--- config.mk ---
export PLATFORM = sky130hd
export DESIGN_NAME = cmd_port_bridge_flat
export DESIGN_NICKNAME = d
export VERILOG_FILES = /design/src/rtl/cmd_port_bridge_if.sv /design/src/rtl/cmd_port_bridge.sv /design/src/flat_wrapper.sv
export SDC_FILE = /design/constraint.sdc
export NUM_CORES = 1
export LEC_CHECK = 0
export CAP_MARGIN = 25
export CELL_PAD_IN_SITES_DETAIL_PLACEMENT = 0
export CELL_PAD_IN_SITES_GLOBAL_PLACEMENT = 1
export CORE_UTILIZATION = 35
export CTS_BUF_LIST = sky130_fd_sc_hd__clkbuf_4 sky130_fd_sc_hd__clkbuf_8
export DETAILED_ROUTE_END_ITERATION = 12
export PLACE_DENSITY_LB_ADDON = 0.2
export SYNTH_ARGS = -nofsm -noshare
export SYNTH_HDL_FRONTEND = slang
export SYNTH_SLANG_ARGS = --single-unit
--- constraint.sdc ---
create_clock -name clk -period 4.45 [get_ports clk]
set_input_delay 0.445 -clock clk [delete_from_list [all_inputs] [get_ports clk]]
set_output_delay 0.445 -clock clk [all_outputs]
set_load 0.005 [all_outputs]
--- src/rtl/cmd_port_bridge_if.sv ---
// cmd_port_bridge_if
//   Groups the host byte link and the PicoBlaze port bus of cmd_port_bridge.
//   Host link : rx_data/rx_strobe in, tx_data/tx_valid out, tx_ready in.
//   Port bus  : port_id, port_out, write_strobe, read_strobe, interrupt_ack in;
//               port_in, interrupt out.
//   The slave modport is the bridge's view; the master modport is the view of
//   whatever drives the link and the processor side (a testbench, for example).
interface cmd_port_bridge_if;
    logic [7:0] rx_data;
    logic       rx_strobe;
    logic [7:0] tx_data;
    logic       tx_valid;
    logic       tx_ready;
    logic [7:0] port_id;
    logic [7:0] port_out;
    logic       write_strobe;
    logic       read_strobe;
    logic [7:0] port_in;
    logic       interrupt;
    logic       interrupt_ack;

    modport slave (
        input  rx_data, rx_strobe, tx_ready,
        input  port_id, port_out, write_strobe, read_strobe, interrupt_ack,
        output tx_data, tx_valid, port_in, interrupt
    );

    modport master (
        output rx_data, rx_strobe, tx_ready,
        output port_id, port_out, write_strobe, read_strobe, interrupt_ack,
        input  tx_data, tx_valid, port_in, interrupt
    );
endinterface

--- src/rtl/cmd_port_bridge.sv ---
// cmd_port_bridge
//   PicoBlaze I/O peripheral that sits between the host byte link and the
//   command_control processor. Incoming host bytes are buffered in an RX FIFO,
//   outgoing response bytes in a TX FIFO. Status, RX data, TX data and
//   interrupt-control registers are reachable through the port bus, and an
//   interrupt is raised when command bytes arrive.
//
// Ports
//   clk      : system clock, rising edge
//   reset_n  : asynchronous active-low reset
//   bus      : cmd_port_bridge_if.slave (host link + PicoBlaze port bus)
//
// Interrupt FSM
//   state | meaning
//   IDLE  | no request outstanding; arms when enabled and RX holds data
//   PEND  | interrupt asserted, waiting for interrupt_ack
//   WAIT  | acknowledged; held off until RX drains or irq_en drops
module cmd_port_bridge #(
    parameter int         DEPTH_LOG2    = 4,
    parameter logic [7:0] PORT_STATUS   = 8'h00,
    parameter logic [7:0] PORT_RX_DATA  = 8'h01,
    parameter logic [7:0] PORT_TX_DATA  = 8'h02,
    parameter logic [7:0] PORT_IRQ_CTRL = 8'h03
) (
    input  logic            clk,
    input  logic            reset_n,
    cmd_port_bridge_if.slave bus
);

    localparam int                    DEPTH      = 1 << DEPTH_LOG2;
    localparam logic [DEPTH_LOG2:0]   COUNT_FULL = (DEPTH_LOG2 + 1)'(DEPTH);
    localparam logic [DEPTH_LOG2:0]   COUNT_ONE  = (DEPTH_LOG2 + 1)'(1);
    localparam logic [DEPTH_LOG2-1:0] PTR_ONE    = DEPTH_LOG2'(1);

    typedef enum logic [1:0] {
        IRQ_IDLE = 2'd0,
        IRQ_PEND = 2'd1,
        IRQ_WAIT = 2'd2
    } irq_state_t;

    // ------------------------------------------------------------------
    // Port bus decode
    // ------------------------------------------------------------------
    logic rx_pop_req;
    logic tx_push_req;
    logic irq_ctrl_wr;

    assign rx_pop_req  = bus.read_strobe  && (bus.port_id == PORT_RX_DATA);
    assign tx_push_req = bus.write_strobe && (bus.port_id == PORT_TX_DATA);
    assign irq_ctrl_wr = bus.write_strobe && (bus.port_id == PORT_IRQ_CTRL);

    // ------------------------------------------------------------------
    // RX FIFO (host -> processor)
    // ------------------------------------------------------------------
    logic [7:0]            rx_mem [DEPTH];
    logic [DEPTH_LOG2-1:0] rx_wr_ptr;
    logic [DEPTH_LOG2-1:0] rx_rd_ptr;
    logic [DEPTH_LOG2:0]   rx_count;
    logic [DEPTH_LOG2:0]   rx_count_next;
    logic                  rx_empty;
    logic                  rx_full;
    logic                  rx_pop;
    logic                  rx_push;
    logic                  rx_ovf_set;
    logic [7:0]            rx_head;

    assign rx_empty = (rx_count == '0);
    assign rx_full  = (rx_count == COUNT_FULL);
    assign rx_pop   = rx_pop_req && !rx_empty;
    // A pop in the same cycle frees the slot the full FIFO needs.
    assign rx_push    = bus.rx_strobe && (!rx_full || rx_pop);
    assign rx_ovf_set = bus.rx_strobe && rx_full && !rx_pop;
    assign rx_head    = rx_empty ? 8'h00 : rx_mem[rx_rd_ptr];

    always_comb begin
        rx_count_next = rx_count;
        case ({rx_push, rx_pop})
            2'b10:   rx_count_next = rx_count + COUNT_ONE;
            2'b01:   rx_count_next = rx_count - COUNT_ONE;
            default: rx_count_next = rx_count;
        endcase
    end

    always_ff @(posedge clk) begin
        if (rx_push) begin
            rx_mem[rx_wr_ptr] <= bus.rx_data;
        end
    end

    always_ff @(posedge clk or negedge reset_n) begin
        if (!reset_n) begin
            rx_wr_ptr <= '0;
            rx_rd_ptr <= '0;
            rx_count  <= '0;
        end else begin
            if (rx_push) begin
                rx_wr_ptr <= rx_wr_ptr + PTR_ONE;
            end
            if (rx_pop) begin
                rx_rd_ptr <= rx_rd_ptr + PTR_ONE;
            end
            rx_count <= rx_count_next;
        end
    end

    // ------------------------------------------------------------------
    // TX FIFO (processor -> host)
    // ------------------------------------------------------------------
    logic [7:0]            tx_mem [DEPTH];
    logic [DEPTH_LOG2-1:0] tx_wr_ptr;
    logic [DEPTH_LOG2-1:0] tx_rd_ptr;
    logic [DEPTH_LOG2:0]   tx_count;
    logic [DEPTH_LOG2:0]   tx_count_next;
    logic                  tx_empty;
    logic                  tx_full;
    logic                  tx_pop;
    logic                  tx_push;
    logic                  tx_drop_set;

    assign tx_empty    = (tx_count == '0);
    assign tx_full     = (tx_count == COUNT_FULL);
    assign tx_pop      = !tx_empty && bus.tx_ready;
    assign tx_push     = tx_push_req && (!tx_full || tx_pop);
    assign tx_drop_set = tx_push_req && tx_full && !tx_pop;

    // Head is gated by valid so tx_data reads zero whenever nothing is queued.
    assign bus.tx_valid = !tx_empty;
    assign bus.tx_data  = tx_empty ? 8'h00 : tx_mem[tx_rd_ptr];

    always_comb begin
        tx_count_next = tx_count;
        case ({tx_push, tx_pop})
            2'b10:   tx_count_next = tx_count + COUNT_ONE;
            2'b01:   tx_count_next = tx_count - COUNT_ONE;
            default: tx_count_next = tx_count;
        endcase
    end

    always_ff @(posedge clk) begin
        if (tx_push) begin
            tx_mem[tx_wr_ptr] <= bus.port_out;
        end
    end

    always_ff @(posedge clk or negedge reset_n) begin
        if (!reset_n) begin
            tx_wr_ptr <= '0;
            tx_rd_ptr <= '0;
            tx_count  <= '0;
        end else begin
            if (tx_push) begin
                tx_wr_ptr <= tx_wr_ptr + PTR_ONE;
            end
            if (tx_pop) begin
                tx_rd_ptr <= tx_rd_ptr + PTR_ONE;
            end
            tx_count <= tx_count_next;
        end
    end

    // ------------------------------------------------------------------
    // Control / sticky flags
    // ------------------------------------------------------------------
    logic irq_en;
    logic rx_ovf;
    logic tx_drop;
    logic flag_clr;

    assign flag_clr = irq_ctrl_wr && bus.port_out[1];

    // A fresh overflow in the clearing cycle must survive the clear.
    always_ff @(posedge clk or negedge reset_n) begin
        if (!reset_n) begin
            irq_en  <= 1'b0;
            rx_ovf  <= 1'b0;
            tx_drop <= 1'b0;
        end else begin
            if (irq_ctrl_wr) begin
                irq_en <= bus.port_out[0];
            end
            rx_ovf  <= (rx_ovf  && !flag_clr) || rx_ovf_set;
            tx_drop <= (tx_drop && !flag_clr) || tx_drop_set;
        end
    end

    // ------------------------------------------------------------------
    // Registered read mux: PicoBlaze presents port_id one cycle before
    // read_strobe, so registering here still lands in the strobe cycle.
    // ------------------------------------------------------------------
    logic [7:0] status;
    logic [7:0] read_mux;
    logic [7:0] port_in_q;

    assign status = {1'b0, tx_drop, irq_en, rx_ovf,
                     tx_full, !tx_empty, rx_full, !rx_empty};

    always_comb begin
        read_mux = 8'h00;
        if (bus.port_id == PORT_STATUS) begin
            read_mux = status;
        end else if (bus.port_id == PORT_RX_DATA) begin
            read_mux = rx_head;
        end else if (bus.port_id == PORT_IRQ_CTRL) begin
            read_mux = {7'b0, irq_en};
        end
    end

    always_ff @(posedge clk or negedge reset_n) begin
        if (!reset_n) begin
            port_in_q <= 8'h00;
        end else begin
            port_in_q <= read_mux;
        end
    end

    assign bus.port_in = port_in_q;

    // ------------------------------------------------------------------
    // Interrupt FSM. Arming looks at the RX occupancy after this cycle's
    // push/pop so a byte landing in an empty FIFO arms immediately.
    // ------------------------------------------------------------------
    irq_state_t irq_state;
    irq_state_t irq_state_next;
    logic       interrupt_q;

    always_comb begin
        irq_state_next = irq_state;
        case (irq_state)
            IRQ_IDLE: begin
                if (irq_en && (rx_count_next != '0)) begin
                    irq_state_next = IRQ_PEND;
                end
            end
            IRQ_PEND: begin
                if (!irq_en) begin
                    irq_state_next = IRQ_IDLE;
                end else if (bus.interrupt_ack) begin
                    irq_state_next = IRQ_WAIT;
                end
            end
            IRQ_WAIT: begin
                if (!irq_en || (rx_count_next == '0)) begin
                    irq_state_next = IRQ_IDLE;
                end
            end
            default: irq_state_next = IRQ_IDLE;
        endcase
    end

    always_ff @(posedge clk or negedge reset_n) begin
        if (!reset_n) begin
            irq_state <= IRQ_IDLE;
        end else begin
            irq_state <= irq_state_next;
        end
    end

    // The request line is asserted while PEND persists, and drops on the
    // edge that leaves PEND (ack or irq_en cleared).
    always_ff @(posedge clk or negedge reset_n) begin
        if (!reset_n) begin
            interrupt_q <= 1'b0;
        end else begin
            interrupt_q <= (irq_state == IRQ_PEND) && (irq_state_next == IRQ_PEND);
        end
    end

    assign bus.interrupt = interrupt_q;

endmodule
--- src/flat_wrapper.sv ---
// flat-port wrapper written by rule: the top's interface ports become plain ports
module cmd_port_bridge_flat 
#(
    parameter int         DEPTH_LOG2    = 4,
    parameter logic [7:0] PORT_STATUS   = 8'h00,
    parameter logic [7:0] PORT_RX_DATA  = 8'h01,
    parameter logic [7:0] PORT_TX_DATA  = 8'h02,
    parameter logic [7:0] PORT_IRQ_CTRL = 8'h03
)
  (clk, reset_n, bus_rx_data, bus_rx_strobe, bus_tx_ready, bus_port_id, bus_port_out, bus_write_strobe, bus_read_strobe, bus_interrupt_ack, bus_tx_data, bus_tx_valid, bus_port_in, bus_interrupt);
  cmd_port_bridge_if bus_i ();
  input  logic clk;
  input  logic reset_n;
  input wire logic [$bits(bus_i.rx_data)-1:0] bus_rx_data;
  input wire logic [$bits(bus_i.rx_strobe)-1:0] bus_rx_strobe;
  input wire logic [$bits(bus_i.tx_ready)-1:0] bus_tx_ready;
  input wire logic [$bits(bus_i.port_id)-1:0] bus_port_id;
  input wire logic [$bits(bus_i.port_out)-1:0] bus_port_out;
  input wire logic [$bits(bus_i.write_strobe)-1:0] bus_write_strobe;
  input wire logic [$bits(bus_i.read_strobe)-1:0] bus_read_strobe;
  input wire logic [$bits(bus_i.interrupt_ack)-1:0] bus_interrupt_ack;
  output wire logic [$bits(bus_i.tx_data)-1:0] bus_tx_data;
  output wire logic [$bits(bus_i.tx_valid)-1:0] bus_tx_valid;
  output wire logic [$bits(bus_i.port_in)-1:0] bus_port_in;
  output wire logic [$bits(bus_i.interrupt)-1:0] bus_interrupt;
  assign bus_i.rx_data = bus_rx_data;
  assign bus_i.rx_strobe = bus_rx_strobe;
  assign bus_i.tx_ready = bus_tx_ready;
  assign bus_i.port_id = bus_port_id;
  assign bus_i.port_out = bus_port_out;
  assign bus_i.write_strobe = bus_write_strobe;
  assign bus_i.read_strobe = bus_read_strobe;
  assign bus_i.interrupt_ack = bus_interrupt_ack;
  assign bus_tx_data = bus_i.tx_data;
  assign bus_tx_valid = bus_i.tx_valid;
  assign bus_port_in = bus_i.port_in;
  assign bus_interrupt = bus_i.interrupt;
  cmd_port_bridge #(.DEPTH_LOG2(DEPTH_LOG2), .PORT_STATUS(PORT_STATUS), .PORT_RX_DATA(PORT_RX_DATA), .PORT_TX_DATA(PORT_TX_DATA), .PORT_IRQ_CTRL(PORT_IRQ_CTRL)) u_core (.clk(clk), .reset_n(reset_n), .bus(bus_i));
endmodule
==> results of run 1 <==
worst paths after layout:
| path | start | endpoint | slack [ns] | cells past startpoint |
|---|---|---|---|---|
| setup reg to reg | u_core.tx_count[1] | u_core.tx_count[4] | 1.07 | 10 |
| hold / removal | reset_n | u_core.bus.port_in[0] | 0.22 | 2 |
| max in group asynchronous | reset_n | u_core.tx_rd_ptr[0] | 3.79 | 3 |
| setup / recovery | u_core.tx_rd_ptr[0] | bus_tx_data[0] | 0.63 | 5 |
| hold reg to reg | u_core.irq_state[0] | u_core.irq_state[1] | 0.53 | 1 |
| min in group clk | bus_interrupt_ack | u_core.bus.interrupt | 0.49 | 2 |
placed cells by master (no fill, tap or decap), drive strengths merged, types with 14 or more instances in the layout:
master and n:
nor2 21, edfxtp 256, buf 23, ha 14
clkdlybuf4s50 47, mux4 80, and2 23, xnor2 18
inv 21, dfrtp 40, nand2 23, clkbuf 81
metrics by stage:
stage | utilization | hold slack, ns | area, um2 | setup slack, ns | total power [W]
5_1_grt | 0.4217 | 0.1941 | 14180 | 0.3967 | 0.007838
2_1_floorplan | - | 0.1494 | 12000 | 1.376 | 0.004478
4_1_cts | 0.4209 | 0.01357 | 14150 | 0.4899 | 0.007584
3_5_place_dp | 0.3895 | 0.5111 | 13090 | 0.5715 | 0.005040
6_report | 0.4217 | 0.2157 | 14180 | 0.6272 | 0.007466
3_3_place_gp | 0.3895 | 0.4958 | 13090 | 0.7747 | 0.004995
cell usage after synthesis (2+ instances only):
| library cell | n | area share |
|---|---|---|
| sky130_fd_sc_hd__mux2_2 | 5 | 0.0047 |
| sky130_fd_sc_hd__xnor2_1 | 18 | 0.013 |
| sky130_fd_sc_hd__or3_2 | 2 | 0.0013 |
| sky130_fd_sc_hd__clkbuf_1 | 19 | 0.0059 |
| sky130_fd_sc_hd__nor3b_1 | 2 | 0.0013 |
| sky130_fd_sc_hd__buf_1 | 9 | 0.0028 |
| sky130_fd_sc_hd__nor3_1 | 10 | 0.0042 |
| sky130_fd_sc_hd__a21o_1 | 2 | 0.0013 |
| sky130_fd_sc_hd__or4_1 | 2 | 0.0013 |
| sky130_fd_sc_hd__edfxtp_1 | 256 | 0.64 |
| sky130_fd_sc_hd__nand2b_1 | 2 | 0.0010 |
| sky130_fd_sc_hd__dfrtp_1 | 40 | 0.083 |
| sky130_fd_sc_hd__o21ai_0 | 10 | 0.0042 |
| sky130_fd_sc_hd__nand4_1 | 6 | 0.0031 |
| sky130_fd_sc_hd__ha_1 | 14 | 0.015 |
| sky130_fd_sc_hd__mux4_2 | 80 | 0.15 |
| sky130_fd_sc_hd__or3_1 | 6 | 0.0031 |
| sky130_fd_sc_hd__xor2_1 | 3 | 0.0022 |
| sky130_fd_sc_hd__nand3_1 | 3 | 0.0013 |
| sky130_fd_sc_hd__nand2_1 | 23 | 0.0072 |
| sky130_fd_sc_hd__inv_1 | 19 | 0.0059 |
| sky130_fd_sc_hd__nor4_1 | 9 | 0.0047 |
| sky130_fd_sc_hd__and3_1 | 6 | 0.0031 |
| sky130_fd_sc_hd__or4_4 | 2 | 0.0019 |
| sky130_fd_sc_hd__mux2i_1 | 2 | 0.0017 |
| sky130_fd_sc_hd__a32o_1 | 5 | 0.0042 |
| sky130_fd_sc_hd__a21oi_1 | 7 | 0.0029 |
| sky130_fd_sc_hd__nor2b_1 | 2 | 0.0010 |
| sky130_fd_sc_hd__and2_1 | 22 | 0.011 |
| sky130_fd_sc_hd__nor2_1 | 20 | 0.0063 |
registers in the layout (all words and copies together) (netlist names), 2 cells and up:
| register | count |
|---|---|
| u_core.tx_count | 5 |
| u_core.rx_rd_ptr | 4 |
| u_core.rx_mem | 128 |
| u_core.tx_rd_ptr | 4 |
| u_core.bus.port_in | 8 |
| u_core.tx_wr_ptr | 4 |
| u_core.irq_state | 2 |
| u_core.rx_wr_ptr | 4 |
| u_core.tx_mem | 128 |
| u_core.rx_count | 5 |
area by class of cell:
cell class | count | area [um2] | share of cell area
inverters | 19 | 71.32 | 0.005030
repair buffers | 71 | 663.1 | 0.04677
flip-flops and latches | 296 | 8691 | 0.6130
clock inverters | 8 | 71.32 | 0.005030
multi-input cells | 277 | 3137 | 0.2213
well taps | 448 | 560.5 | 0.03954
clock buffers | 81 | 983.4 | 0.06937
power breakdown:
group          internal (W)  switching, W
logic              0.000842      0.000624
registers           0.00323      0.000254
clock network       0.00145       0.00106
total               0.00553       0.00194
critical path: cells and delay by family, from the launching register on:
family / cells / cell delay, ns
buffers and inverters: 2 / 0.79
DFF: 1 / 0.83
muxes: 2 / 1.02
and+or+nand+nor: 1 / 0.17
routing by layer:
| layer | wire [um] | up-vias |
|---|---|---|
| met3 | 943 | 48 |
| li1 | - | 2690 |
| met2 | 13080 | 108 |
| met1 | 10140 | 3092 |
| met4 | 571 | 0 |
| met5 | 0 | - |
cells by family after synthesis:
logic type,after synthesis
xor gates and xnor gates,21
muxes,87
adders and majority gates,15
and+or+nand+nor,124
buffers and inverters,47
DFF,296
AOI/OAI and AO/OA,30
timing repair:
item / in CTS / in global routing
endpoints found under the hold margin: 0 / 40
setup endpoints to repair: 0 / 0
hold buffers: 0 / 1
==> results.md, run 1 <==
- The dominant synthesized flop cell is sky130_fd_sc_hd__edfxtp_1.
- The finished layout holds 1200 standard cells, fillers aside.
- The kind of path behind the tightest hold check is in2async.
- TritonCTS built the clock tree.
- The final setup TNS is 0 ns.
- The proportion of synthesized area in mux cells is 0.1565.
- The netlist uses 44 different library cells.
- The net count of the mapped netlist is 666.
- The detail route stage leaves a number of antenna-violating nets equal to 0.
- The clock arrives with 0.02202 ns of skew.
- CTS saw 296 sinks.
- The area fraction in compound gates after synthesis came to 0.01658.
- The number of inserted filler cells in the final layout is 2938.
- The combinational family with the most area after synthesis is multiplexers.
- The x dimension of the die is 187.2 um.
- The maximum vdd ir drop is 0.0002587 V.
- The die covers 35030 um2.
- The number of endpoints with negative hold slack in the final report is 0.
- In this run, synthesis inferred 256 flip-flops with an integrated enable.
- The final number of max-transition violations is 0.
- The number of post-CTS setup repair buffers is 0.
- The xor and xnor area share after synthesis is 0.01533.
- The number of inserted diodes is 0.
- Across the run, the number of max-cap violations was 0.
- The actual transition at the worst max-transition pin is 0.9977 ns.
- The post-detailed-placement half-perimeter wirelength is 16550 um.
- The synthesis-to-layout area growth is 18.13%.
- Traced cell by cell, the critical path runs through buf_4 > mux4_2 > mux4_2 > and2_1 > clkdlybuf4s50_1.
- In this run the tool buffered the top-level ports with 48 buffer cells.
- For the worst-skew pair, the clock arrives at the later sink with an insertion delay of 0.57 ns.
- Setup violations remaining at the end of the flow were counted as 0.
- The initial antenna violation count is 0.
- The largest single stage delay on the critical path is 0.83 ns.
- In this run, synthesis produced a sequential element count of 296.
- The worst setup path is launched from a flop.
- Of all nets on the critical path, the largest fanout is 20.
- The fraction of final layout cells sized beyond drive strength 1 is 0.2726.
- For this run, the detailed router's first-pass iteration total came to 4.
- The global-route usage over all layers is 0.1449.
- For this configuration, the core starts out at a cell density of 0.3570.
- The global-route met3 utilization is 0.02946.
- The leftover overflow at the end of global routing is 0.
- In the final routed layout, each cell accounts on average for 20.61 um.
- The analysis attributes to cell leakage a power of 4.713 nW.
- In the global route stage, met2 resource usage came out at 0.2601.
- A synthesized cell averages 19.36 um2.
- The root buffer cell chosen for the clock tree is sky130_fd_sc_hd__clkbuf_8.
- The peak clock frequency supported by timing is 261.6 MHz.
- Measured against its own limit, the worst slew margin works out to 0.3349.
- The shortest clock period the worst path allows after layout is 3.823 ns.
- After the first detailed-routing iteration, the DRC count stood at 369.
- The number of remaining DRC errors is 0.
- STA puts the critical path data required time at 4.01 ns.
- The async set or reset register ratio after synthesis is 0.1351.
- The synthesized instance count is 620.
- The longest clock path from root to sink contains 3 buffers.
- Row generation in the floorplan step produced 67 rows.
- The number of primary I/O pins is 49.
- The ratio of total power to cell area is 526.6 nW/um2.
- After detailed routing, the number of vias per cell comes to 4.948.
- For this run, the number of Yosys warnings is 0.
- Setup repair after global routing left no endpoint under its margin.
- The wire length of the first global-routing pass is 38300 um.
- The share of the yosys chip area belonging to registers is 0.7239.
- The simple-gate portion of the synthesized area is 0.05671.
- Across all layers, the routed design uses 5938 vias.
- The total CTS buffers is 50.
- The setup path with the least slack is of type reg2out.
- Entering global routing, the biggest net connects 41 pins.
- After global routing, the most crowded layer is met2.
- The met1 track demand over resource in global routing is 0.1727.
- The post-synthesis instance area is 12000 um2.
- The run finished with clean final reports.
- The worst setup path is captured at an output pin.
- The total placed cells including tap cells is 1109.
- The CTS H-tree depth is 2.
- The floorplan step defined a core boundary enclosing 33620 um2.
- Measured along the y axis, the die boundary spans 187.2 um.
- Dividing the final minimum period by the clock period gives 0.8591.
- STA puts the critical path data arrival time at 3.38 ns.
- After clock tree synthesis, the clock-pin slew on the worst setup and hold paths is 0.06 ns.
- The number of global-route vias before repair is 6512.
- The worst-path cell with the longest stage delay is sky130_fd_sc_hd__dfrtp_2.
- The aggregate routed wire length is 24730 um.
- The number of resized instances in the post-cts repair step is 0.
- By instance count, the cell type seen most on the critical path is sky130_fd_sc_hd__mux4_2.
- The final estimated routing congestion in global placement is 0.8103.
- The adder-cell share of the synthesized area is 0.01626.
- The layout net count is 761.
Note: power is estimated with default switching activity, not from simulation.
==> run 2: changes to the inputs <==
Settings changed: CTS_CLUSTER_DIAMETER from default to 120.
==> results of run 2 <==
Final layout, timing and power as in run 1 (identical DEF).
==> run 3: changes to the inputs <==
==> constraint.sdc (replaced) <==
create_clock -name clk -period 3.9 [get_ports clk]
set_input_delay 1.17 -clock clk [delete_from_list [all_inputs] [get_ports clk]]
set_output_delay 1.17 -clock clk [all_outputs]
set_load 0.005 [all_outputs]
==> run 3 against run 2 <==
  * Core utilization increased by 2.0 points
  * Sequential share of layout area decreased by 2.8 points
  * Register-to-register slack got worse by 0.41 ns
  * Largest cell class unchanged
==> results.md, run 3 (synthesized netlist as in run 1, its figures left out) <==
- The count of buffers from port buffering is 48.
- In the final design database the tool counted 821 nets.
- The worst setup path is launched from a flop.
- The element type at the critical path end is an output pin.
- The TritonCTS clock tree is built.
- The clock passes through at most 3 buffers.
- The initial antenna violation count was 0.
- Setup repair after global routing could not meet its margin everywhere.
- The run finished with clean final reports.
- The cell row count is 67.
- The detail route stage leaves a number of antenna-violating nets equal to 0.
- The largest net degree at the start of global routing is 41.
- Clock-pin slew was measured on the worst setup and hold paths at 0.06 ns.
- The final instance area is 14860 um2.
- The starting density of the core is 0.3570.
- The required time at the endpoint of the critical path is 2.73 ns.
- Summed over all layers, the global routing overflow is 0.
- The clock latency at the later pin of the worst-skew pair is 0.56 ns.
- The number of primary I/O pins is 49.
- The synthesis-to-layout area growth is 23.79%.
- The area of the core is 33620 um2.
- The cell at the root of the clock tree is sky130_fd_sc_hd__clkbuf_8.
- The post-detailed-placement half-perimeter wirelength is 17040 um.
- The type of the worst setup path is reg2out.
- Using the TritonRoute via totals, the vias-per-cell ratio works out to 4.854.
- For the final database, setup skew stands at 0.03928 ns.
- The worst path arrival time is 2.63 ns.
- The number of endpoints with negative hold slack in the final report is 0.
- The number of antenna diodes in the final layout is 0.
- The library cell used most frequently in the layout, excluding fill and tap cells, is sky130_fd_sc_hd__edfxtp_1.
- The largest single stage delay on the critical path is 0.54 ns.
- The final core utilization is 0.4420.
- The initial detailed-routing violation count is 346.
- The final number of max-transition violations came to 0.
- The actual transition at the worst max-transition pin is 0.8181 ns.
- Dividing the final minimum period by the clock period gives 0.9736.
- The worst-path cell with the longest stage delay is sky130_fd_sc_hd__mux4_2.
- The floorplan die area is 35030 um2.
- Routability-driven placement finished with a final weighted congestion of 0.8034.
- The wire length of the first global-routing pass is 39360 um.
- The library cells used most frequently in the layout, excluding fill and tap cells, are sky130_fd_sc_hd__edfxtp_1 (256), sky130_fd_sc_hd__mux4_2 (80), sky130_fd_sc_hd__buf_4 (62).
- Setup violations remaining at the end of the flow were counted as 0.
- The leakage power is 5.100 nW.
- CTS built an H-tree with a depth of 2.
- The fraction of final layout cells sized beyond drive strength 1 is 0.3374.
- For this run, the total global-route usage over all layers was measured as 0.1464.
- The minimum hold slack is 0.4222 ns.
- The placed standard-cell area is 13550 um2.
- The final setup TNS is 0 ns.
- The aggregate routed wire length is 24940 um.
- The maximum vdd ir drop is 0.0002719 V.
- The total CTS buffers is 49.
- The number of buffers inserted by hold repair at cts is 0.
- The sink count of the clock tree is 296.
- The number of violations of the max-capacitance limit is 0.
- The floorplan step set the die height to 187.2 um.
- In this run the tightest slew margin relative to its limit is 0.4546.
- The path class of the tightest hold or removal check is in2async.
- For this block, the via count after detailed routing is 6116.
- The first detailed-routing pass ran for 4 iterations.
- In this run the worst setup path begins at u_core.tx_rd_ptr[0].
- In this run the worst path has a maximum fanout of 4.
- In this run the power density over the cells is 605.5 nW/um2.
- The x dimension of the die is 187.2 um.
- The startpoint of the worst-slack reg-to-reg timing path is u_core.rx_count[0].
- After detailed routing, the number of remaining DRC violations is 0.
- Walking the worst path, the cells encountered are buf_12 > buf_12 > buf_8 > mux4_2 > mux4_2 > and2_4 > buf_6.
- The shortest clock period the worst path allows after layout is 3.797 ns.
- Based on the critical path, the design can be clocked at up to 263.4 MHz.
- The number of global-route vias before repair was 6810.
- In the final routed layout, each cell accounts on average for 19.79 um.
==> run 3: cell count changes in the layout (fill, tap and decap cells not counted), sizes merged, moves of 5 or more <==
cell | previous run | this run
buf | 23 | 90
clkbuf | 81 | 63
clkinv | 4 | 18
clkdlybuf4s50 | 47 | 39
bufinv | 1 | 6
==> run 3: timing repair <==
item	4_1_cts	5_1_grt
gates cloned	1	0
endpoints found under the setup margin	8	7
buffers inserted	15	4
resized for setup	33	15
pin swaps	0	1
==> run 3: path summary, 6_finish.rpt <==
path / endpoint / slack (ns) / depth (start not counted)
setup / recovery: bus_tx_data[7] / 0.10 / 7
hold / removal: u_core.irq_state[1] / 0.42 / 1
setup reg to reg: u_core.irq_state[1] / 0.66 / 11
hold reg to reg: u_core.rx_ovf / 0.53 / 2
max in group asynchronous: u_core.tx_wr_ptr[2] / 3.04 / 2
min in group clk: u_core.rx_ovf / 0.53 / 2
==> run 3: metal layers <==
layer | global-route usage | share of wire
met5 | 0 | 0
met2 | 0.2589 | 0.52
met1 | 0.1822 | 0.42
met3 | 0.02664 | 0.041
met4 | 0.04414 | 0.017
==> run 3: power by group <==
group          switching (W)  internal, W
clock                0.00121      0.00171
sequential          0.000227      0.00369
combinational       0.000880      0.00128
total                0.00232      0.00668
==> run 3: layout make-up <==
type	count	area (um2)
Fill cell	2920	18760
Sequential cell	296	8691
Multi-Input combinational cell	277	3166
Timing Repair Buffer	132	1315
Clock buffer	62	772.0
Tap cell	448	560.5
Clock inverter	26	281.5
Inverter	19	71.32
==> run 3: critical path, delay by kind of cell, from the launching register on <==
family | cells | cell delay [ns]
buffers and inverters | 4 | 0.45
DFF | 1 | 0.44
muxes | 2 | 1.02
and+or+nand+nor | 1 | 0.17
==> run 3: metrics by stage <==
| stage | worst slack [ns] | std cells | total power, W |
|---|---|---|---|
| 3_3_place_gp | -0.4450 | 1152 | 0.005866 |
| 5_1_grt | -0.01523 | 1260 | 0.009448 |
| 2_1_floorplan | 0.1014 | 620 | 0.005110 |
| 3_5_place_dp | -0.5777 | 1152 | 0.005915 |
| 4_1_cts | -0.04262 | 1256 | 0.009051 |
| 6_report | 0.1028 | 1260 | 0.008996 |
